## config.mk

```make
export PLATFORM = sky130hd
export DESIGN_NAME = overture_sequencer
export DESIGN_NICKNAME = d
export VERILOG_FILES = /design/src/rtl/overture_pkg.sv /design/src/rtl/overture_decode.sv /design/src/rtl/overture_sequencer.sv
export SDC_FILE = /design/constraint.sdc
export NUM_CORES = 1
export LEC_CHECK = 0
export CAP_MARGIN = 20
export CORE_UTILIZATION = 40
export CTS_BUF_LIST = sky130_fd_sc_hd__clkbuf_2
export DETAILED_ROUTE_END_ITERATION = 10
export HOLD_SLACK_MARGIN = 0.02
export PLACE_DENSITY = 0.77
export REMOVE_ABC_BUFFERS = 1
export SLEW_MARGIN = 40
export SYNTH_ARGS = -nofsm -noshare
export SYNTH_HDL_FRONTEND = slang
export SYNTH_HIERARCHICAL = 1
export SYNTH_SLANG_ARGS = --single-unit
export TNS_END_PERCENT = 30
```

## constraint.sdc

```tcl
create_clock -name clk -period 1.5 [get_ports clk]
set_input_delay 0.3 -clock clk [delete_from_list [all_inputs] [get_ports clk]]
set_output_delay 0.3 -clock clk [all_outputs]
set_load 0.05 [all_outputs]
```

## src/rtl/overture_pkg.sv

```systemverilog
// Shared encodings for the overture sequencer: instruction fields, modes,
// FSM states and the special port codes used by COPY.
package overture_pkg;

  localparam int MODE_MSB = 7;
  localparam int MODE_LSB = 6;
  localparam int SRC_MSB  = 5;
  localparam int SRC_LSB  = 3;
  localparam int DST_MSB  = 2;
  localparam int DST_LSB  = 0;

  localparam logic [2:0] IN_PORT  = 3'd6;
  localparam logic [2:0] OUT_PORT = 3'd7;

  // Fixed register roles of the IMM, CALC and COND instructions
  localparam logic [2:0] IMM_DST   = 3'd0;
  localparam logic [2:0] CALC_SRC1 = 3'd1;
  localparam logic [2:0] CALC_SRC2 = 3'd2;
  localparam logic [2:0] CALC_DST  = 3'd3;
  localparam logic [2:0] COND_REG  = 3'd3;

  typedef enum logic [1:0] {
    MODE_IMM  = 2'b00,
    MODE_CALC = 2'b01,
    MODE_COPY = 2'b10,
    MODE_COND = 2'b11
  } mode_e;

  typedef enum logic [2:0] {
    ST_IDLE,
    ST_READ,
    ST_ALU_WAIT,
    ST_WRITE,
    ST_EVAL
  } state_e;

endpackage

```

## src/rtl/overture_decode.sv

```systemverilog
// Combinational instruction decoder: splits the byte into mode/src/dst and
// flags COPY instructions that read the output port or write the input port.
module overture_decode
  import overture_pkg::*;
(
  input  logic [7:0] i_instr,
  output mode_e      o_mode,
  output logic [2:0] o_src,
  output logic [2:0] o_dst,
  output logic       o_legal
);

  assign o_mode  = mode_e'(i_instr[MODE_MSB:MODE_LSB]);
  assign o_src   = i_instr[SRC_MSB:SRC_LSB];
  assign o_dst   = i_instr[DST_MSB:DST_LSB];
  assign o_legal = (o_mode != MODE_COPY) || ((o_src != OUT_PORT) && (o_dst != IN_PORT));

endmodule

```

## src/rtl/overture_sequencer.sv

```systemverilog
// Register-file control sequencer: accepts one instruction at a time and
// drives load/save enables and strobes until the instruction retires.
module overture_sequencer
  import overture_pkg::*;
#(
  parameter int ALU_LAT = 1,
  parameter int NREG    = 6
) (
  input  logic            clk,
  input  logic            res,
  input  logic [7:0]      instr,
  input  logic            instr_valid,
  output logic            instr_ready,
  output logic [NREG-1:0] load1_en,
  output logic [NREG-1:0] load2_en,
  output logic [NREG-1:0] save_en,
  output logic            imm_en,
  output logic [7:0]      imm_value,
  output logic            in_en,
  output logic            out_en,
  output logic [2:0]      alu_op,
  output logic [2:0]      cond_op,
  input  logic            cond_true,
  output logic            jump,
  output logic            done,
  output logic            illegal,
  output logic            busy
);

  localparam logic [2:0]      LAT_M1 = 3'(ALU_LAT - 1);
  localparam logic [NREG-1:0] ONE    = {{(NREG-1){1'b0}}, 1'b1};

  state_e     r_state, w_next;
  mode_e      r_mode, w_mode;
  logic [2:0] r_src, r_dst, w_src, w_dst;
  logic [5:0] r_imm;
  logic [2:0] r_cnt;
  logic       r_illegal;
  logic       w_legal, w_accept;

  overture_decode u_decode (
    .i_instr (instr),
    .o_mode  (w_mode),
    .o_src   (w_src),
    .o_dst   (w_dst),
    .o_legal (w_legal)
  );

  assign w_accept = (r_state == ST_IDLE) && instr_valid;

  // NOTE: sequential state uses non-blocking assignments so every register
  // samples pre-edge values, independent of block ordering.
  always_ff @(posedge clk or negedge res) begin
    if (!res) r_state <= ST_IDLE;
    else      r_state <= w_next;
  end

  always_ff @(posedge clk or negedge res) begin
    if (!res) begin
      r_mode    <= MODE_IMM;
      r_src     <= '0;
      r_dst     <= '0;
      r_imm     <= '0;
      r_cnt     <= '0;
      r_illegal <= 1'b0;
    end else begin
      r_illegal <= w_accept && !w_legal;
      if (w_accept) begin
        r_mode <= w_mode;
        r_src  <= w_src;
        r_dst  <= w_dst;
        r_imm  <= instr[5:0];
      end
      if (r_state == ST_READ)                       r_cnt <= LAT_M1;
      else if (r_state == ST_ALU_WAIT && r_cnt != 0) r_cnt <= r_cnt - 3'd1;
    end
  end

  // NOTE: every always_comb output gets a default first so no path leaves a
  // signal unassigned, which would otherwise infer a latch.
  always_comb begin
    w_next = r_state;
    unique case (r_state)
      ST_IDLE: if (instr_valid && w_legal) w_next = (w_mode == MODE_IMM) ? ST_WRITE : ST_READ;
      ST_READ: begin
        unique case (r_mode)
          MODE_CALC: w_next = ST_ALU_WAIT;
          MODE_COND: w_next = ST_EVAL;
          default:   w_next = ST_WRITE;
        endcase
      end
      ST_ALU_WAIT: if (r_cnt == 3'd0) w_next = ST_WRITE;
      default:     w_next = ST_IDLE;
    endcase
  end

  // Outputs depend only on registered state and latched fields
  always_comb begin
    load1_en = '0;
    load2_en = '0;
    save_en  = '0;
    imm_en   = 1'b0;
    in_en    = 1'b0;
    out_en   = 1'b0;
    jump     = 1'b0;
    alu_op   = 3'd0;
    cond_op  = 3'd0;
    if (r_state != ST_IDLE) begin
      unique case (r_mode)
        MODE_IMM: begin
          if (r_state == ST_WRITE) begin
            imm_en  = 1'b1;
            save_en = ONE << IMM_DST;
          end
        end
        MODE_CALC: begin
          alu_op   = r_dst;
          load1_en = ONE << CALC_SRC1;
          load2_en = ONE << CALC_SRC2;
          if (r_state == ST_WRITE) save_en = ONE << CALC_DST;
        end
        MODE_COPY: begin
          if (r_src == IN_PORT) in_en = 1'b1;
          else                  load1_en = ONE << r_src;
          if (r_state == ST_WRITE) begin
            if (r_dst == OUT_PORT) out_en = 1'b1;
            else                   save_en = ONE << r_dst;
          end
        end
        MODE_COND: begin
          cond_op  = r_dst;
          load1_en = ONE << COND_REG;
          jump     = (r_state == ST_EVAL) && cond_true;
        end
      endcase
    end
  end

  assign imm_value   = {2'b00, r_imm};
  assign instr_ready = (r_state == ST_IDLE);
  assign busy        = (r_state != ST_IDLE);
  assign illegal     = r_illegal;
  assign done        = (r_state == ST_WRITE) || (r_state == ST_EVAL) || r_illegal;

endmodule

```

==> metrics.md <==
| Metric | Value |
|---|---|
| Status | `complete, but fails checks` |
| Failing checks | `negative setup slack` |
| Final slew viol count | `0` |
| FMAX | `0.4883 GHz` |
| FF+latch count, synth | `21` |
| Maximum VDD drop | `between 1500 and 2000 µV` |
| Total CTS buffers | `3` |
| Overflow after GRT | `0` |
| Final worst slack | `-0.5478 ns` |
| CP startpoint kind | `flip-flop` |
| Max cap viols | `0` |
| Crit Path Class | `flip-flop to output port` |
| Reg2Reg Depth | `6` |
| Core Area | `about 0.0032 mm²` |
| # IOs | `between 50 and 60` |
| Final Cycle Share | `1.365` |
| Commonest non-fill, non-tap cells in the layout | `45 x buf_4, 23 x buf_12, 21 x dfrtp_1` |
| Drt via density | `a little over 5` |
| GRT Overall Usage | `0.2318` |
| Most common cell after layout, fill and taps aside | `buf_4` |
| Synth top area share | `0.3815` |
| Sequential fraction of the synthesis area | `0.3815` |
| Mean Syn Cell Area | `around 9.6 µm²` |
| Reg-to-reg startpoint | `r_state[1]` |
| Die W | `60.69 µm` |
| Final setup viols | `42` |
| Post-DR wirelength/cell | `roughly 17 µm` |
| First-pass GRT wire length | `roughly 6300 µm` |
| R2R setup slack | `-0.32 ns` |
| GP Congestion | `about 0.83` |
| Layout cells sized above 1 | `0.5929` |
| Clock sink total | `21` |
| Synthesized instance count | `144` |
| Final ANT Viol Nets | `0` |
| Clk_lat worst skew | `roughly 0.31 ns` |
| Worst Path Arrival | `approximately 1.8 ns` |
| Worst Path Required | `approximately 1.2 ns` |
| Clock buffer depth | `2` |
| Leakage power total | `approximately 1.1 nW` |
| Clock root buffer | `clkbuf_2` |
| HP Class | `input pin to asynchronous set/reset pin` |
| CTS tree | `built` |
| Die Y | `60.69 µm` |
| PD cells | `about 2300 mW/mm²` |
| Final WL | `4619 µm` |
| Dpl hpwl | `3175 µm` |
| Number of flops mapped to enable cells by yosys | `0` |
| Crit path from | `r_state[1]` |
| Number of core rows | `20` |
| Crit Path Max Fanout | `3` |
| Layout overhead on the synthesized area | `88.65%` |
| Inst Count DP | `258` |
| Synth cell types | `33` |
| RSZ-0062 raised after global routing | `yes` |
| DR vias | `roughly 1400` |
| Die area | `approximately 0.0037 mm²` |
| Synth Warn # | `6` |
| Final Skew | `between 0.009 and 0.01 ns` |
| Main area contributors after synthesis | `dfrtp_1 38%, mux2_4 8.7%, buf_4 8.2%` |
| Initial antenna violation count | `0` |
| Port Buffers | `44` |
| Initial core utilization | `0.4369` |
| Final Non-Filler Cells | `270` |
| Antenna Cells | `0` |
| # DRC | `0` |
| Worst setup endpoint | `save_en[2]` |
| Syn Std Cell Area | `between 0.001 and 0.0015 mm²` |
| Yosys top cell by area | `dfrtp_1` |
| Largest net degree at the start of global routing | `22` |
| Main synth FF type | `dfrtp_1` |
| CP Capture Type | `output port` |
| Clock transition at path regs | `approximately 0.19 ns` |
| Fill count | `between 150 and 200` |
| Total power | `a little under 6 mW` |
| Fin nets | `about 240` |
| Final Hold Viols | `0` |
| Vias in the first global route | `around 1400` |
| Fin crit period | `around 2.0 ns` |
| Synth async-reset ratio | `1.000` |
| Pre-Repair DR Iteration Count | `4` |
| Initial DRC Count | `27` |
| Reg-to-reg critical path endpoint | `r_imm[5]` |
| H-tree Lvls | `1` |
-- flip-flops by register name (all words and copies together) (netlist names) --
| signal | count |
|---|---|
| illegal | 1 |
| r_cnt | 3 |
| r_dst | 3 |
| r_imm | 6 |
| r_mode | 2 |
| r_src | 3 |
| r_state | 3 |
-- final cells by class --
cell class	count	area, µm²	area share
well taps	44	55.05	0.02118
flip-flops and latches	21	525.5	0.2022
inverters	7	26.28	0.01011
repair buffers	94	1081	0.4160
clock buffers	3	15.01	0.005778
clock inverters	1	5.005	0.001926
multi-input cells	100	890.9	0.3428
-- cells in the mapped netlist, types with 3 or more instances --
| cell | n |
|---|---|
| dfrtp_1 | 21 |
| buf_4 | 15 |
| nand3_1 | 9 |
| mux2_4 | 8 |
| nor3_1 | 8 |
| inv_1 | 7 |
| nor2_1 | 7 |
| nor3b_1 | 7 |
| buf_2 | 5 |
| mux2_2 | 5 |
| nand2_1 | 5 |
| nand2b_1 | 5 |
| a21oi_1 | 4 |
| and2_1 | 4 |
| o21ai_0 | 4 |
| a31oi_1 | 3 |
| nand3b_1 | 3 |
| nor2b_1 | 3 |
| or3_1 | 3 |
-- worst min path at each step --
stage | slack [ns] | end | from | depth (start not counted)
after global placement | 0.53 | r_cnt[1] | r_cnt[1] | 2
after global routing | 0.29 | r_dst[2] | res | 2
after detailed placement | 0.54 | r_cnt[1] | r_cnt[1] | 2
after floorplan | 0.004 | illegal | res | 0
final | 0.30 | r_dst[2] | res | 2
after CTS | 0.29 | r_state[1] | res | 2
-- critical path, stage by stage, from the launching register on --
cell     delay (ns)
dfrtp_1        0.45
buf_4          0.15
and3b_2        0.24
nand2_2        0.08
nor4b_2        0.23
buf_4          0.17
buf_12         0.13
-- layer usage --
layer,part of all wire,track usage,up-vias
met5,0,0,-
met4,0.011,0.09091,0
met3,0.026,0.02132,6
met2,0.58,0.4207,45
met1,0.39,0.2830,705
li1,-,-,645
-- cell families (layout without fill, tap and decap cells) --
kind of cell / after synthesis / after routing / synth area share
other: 1 / 7 / 0.002722
DFF: 21 / 21 / 0.3815
AOI/OAI and AO/OA: 16 / 16 / 0.07357
muxes: 13 / 13 / 0.1281
adders and majority gates: 2 / 2 / 0.01816
buffers and inverters: 29 / 105 / 0.1299
and+or+nand+nor: 62 / 62 / 0.2661
-- report_power, final --
group	internal (mW)	switching [mW]
clock network	0.0604	0.164
registers	0.794	0.297
logic	2.20	2.34
total	3.06	2.80
-- timing repair --
| action | 4_1_cts | 5_1_grt |
|---|---|---|
| buffers inserted | 3 | 5 |
| pin swaps | 5 | 7 |
| hold buffers | 0 | 0 |
| hold endpoints to repair | 0 | 0 |
| resized for setup | 25 | 39 |
| setup endpoints to repair | 41 | 43 |
-- stage by stage --
stage	worst slack (ns)	TNS, ns	util	hold slack, ns	instance area [µm²]
3_5_place_dp	-0.1778	-4.176	0.7139	0.5426	2251
5_1_grt	-0.6452	-17.40	0.8242	0.2893	2599
2_1_floorplan	-1.292	-36.01	-	0.004409	1247
3_3_place_gp	-0.1541	-2.585	0.7139	0.5316	2251
4_1_cts	-0.4830	-13.24	0.7591	0.2930	2394
6_report	-0.5478	-15.07	0.8242	0.3042	2599
Power figures use the tool's default switching activity.
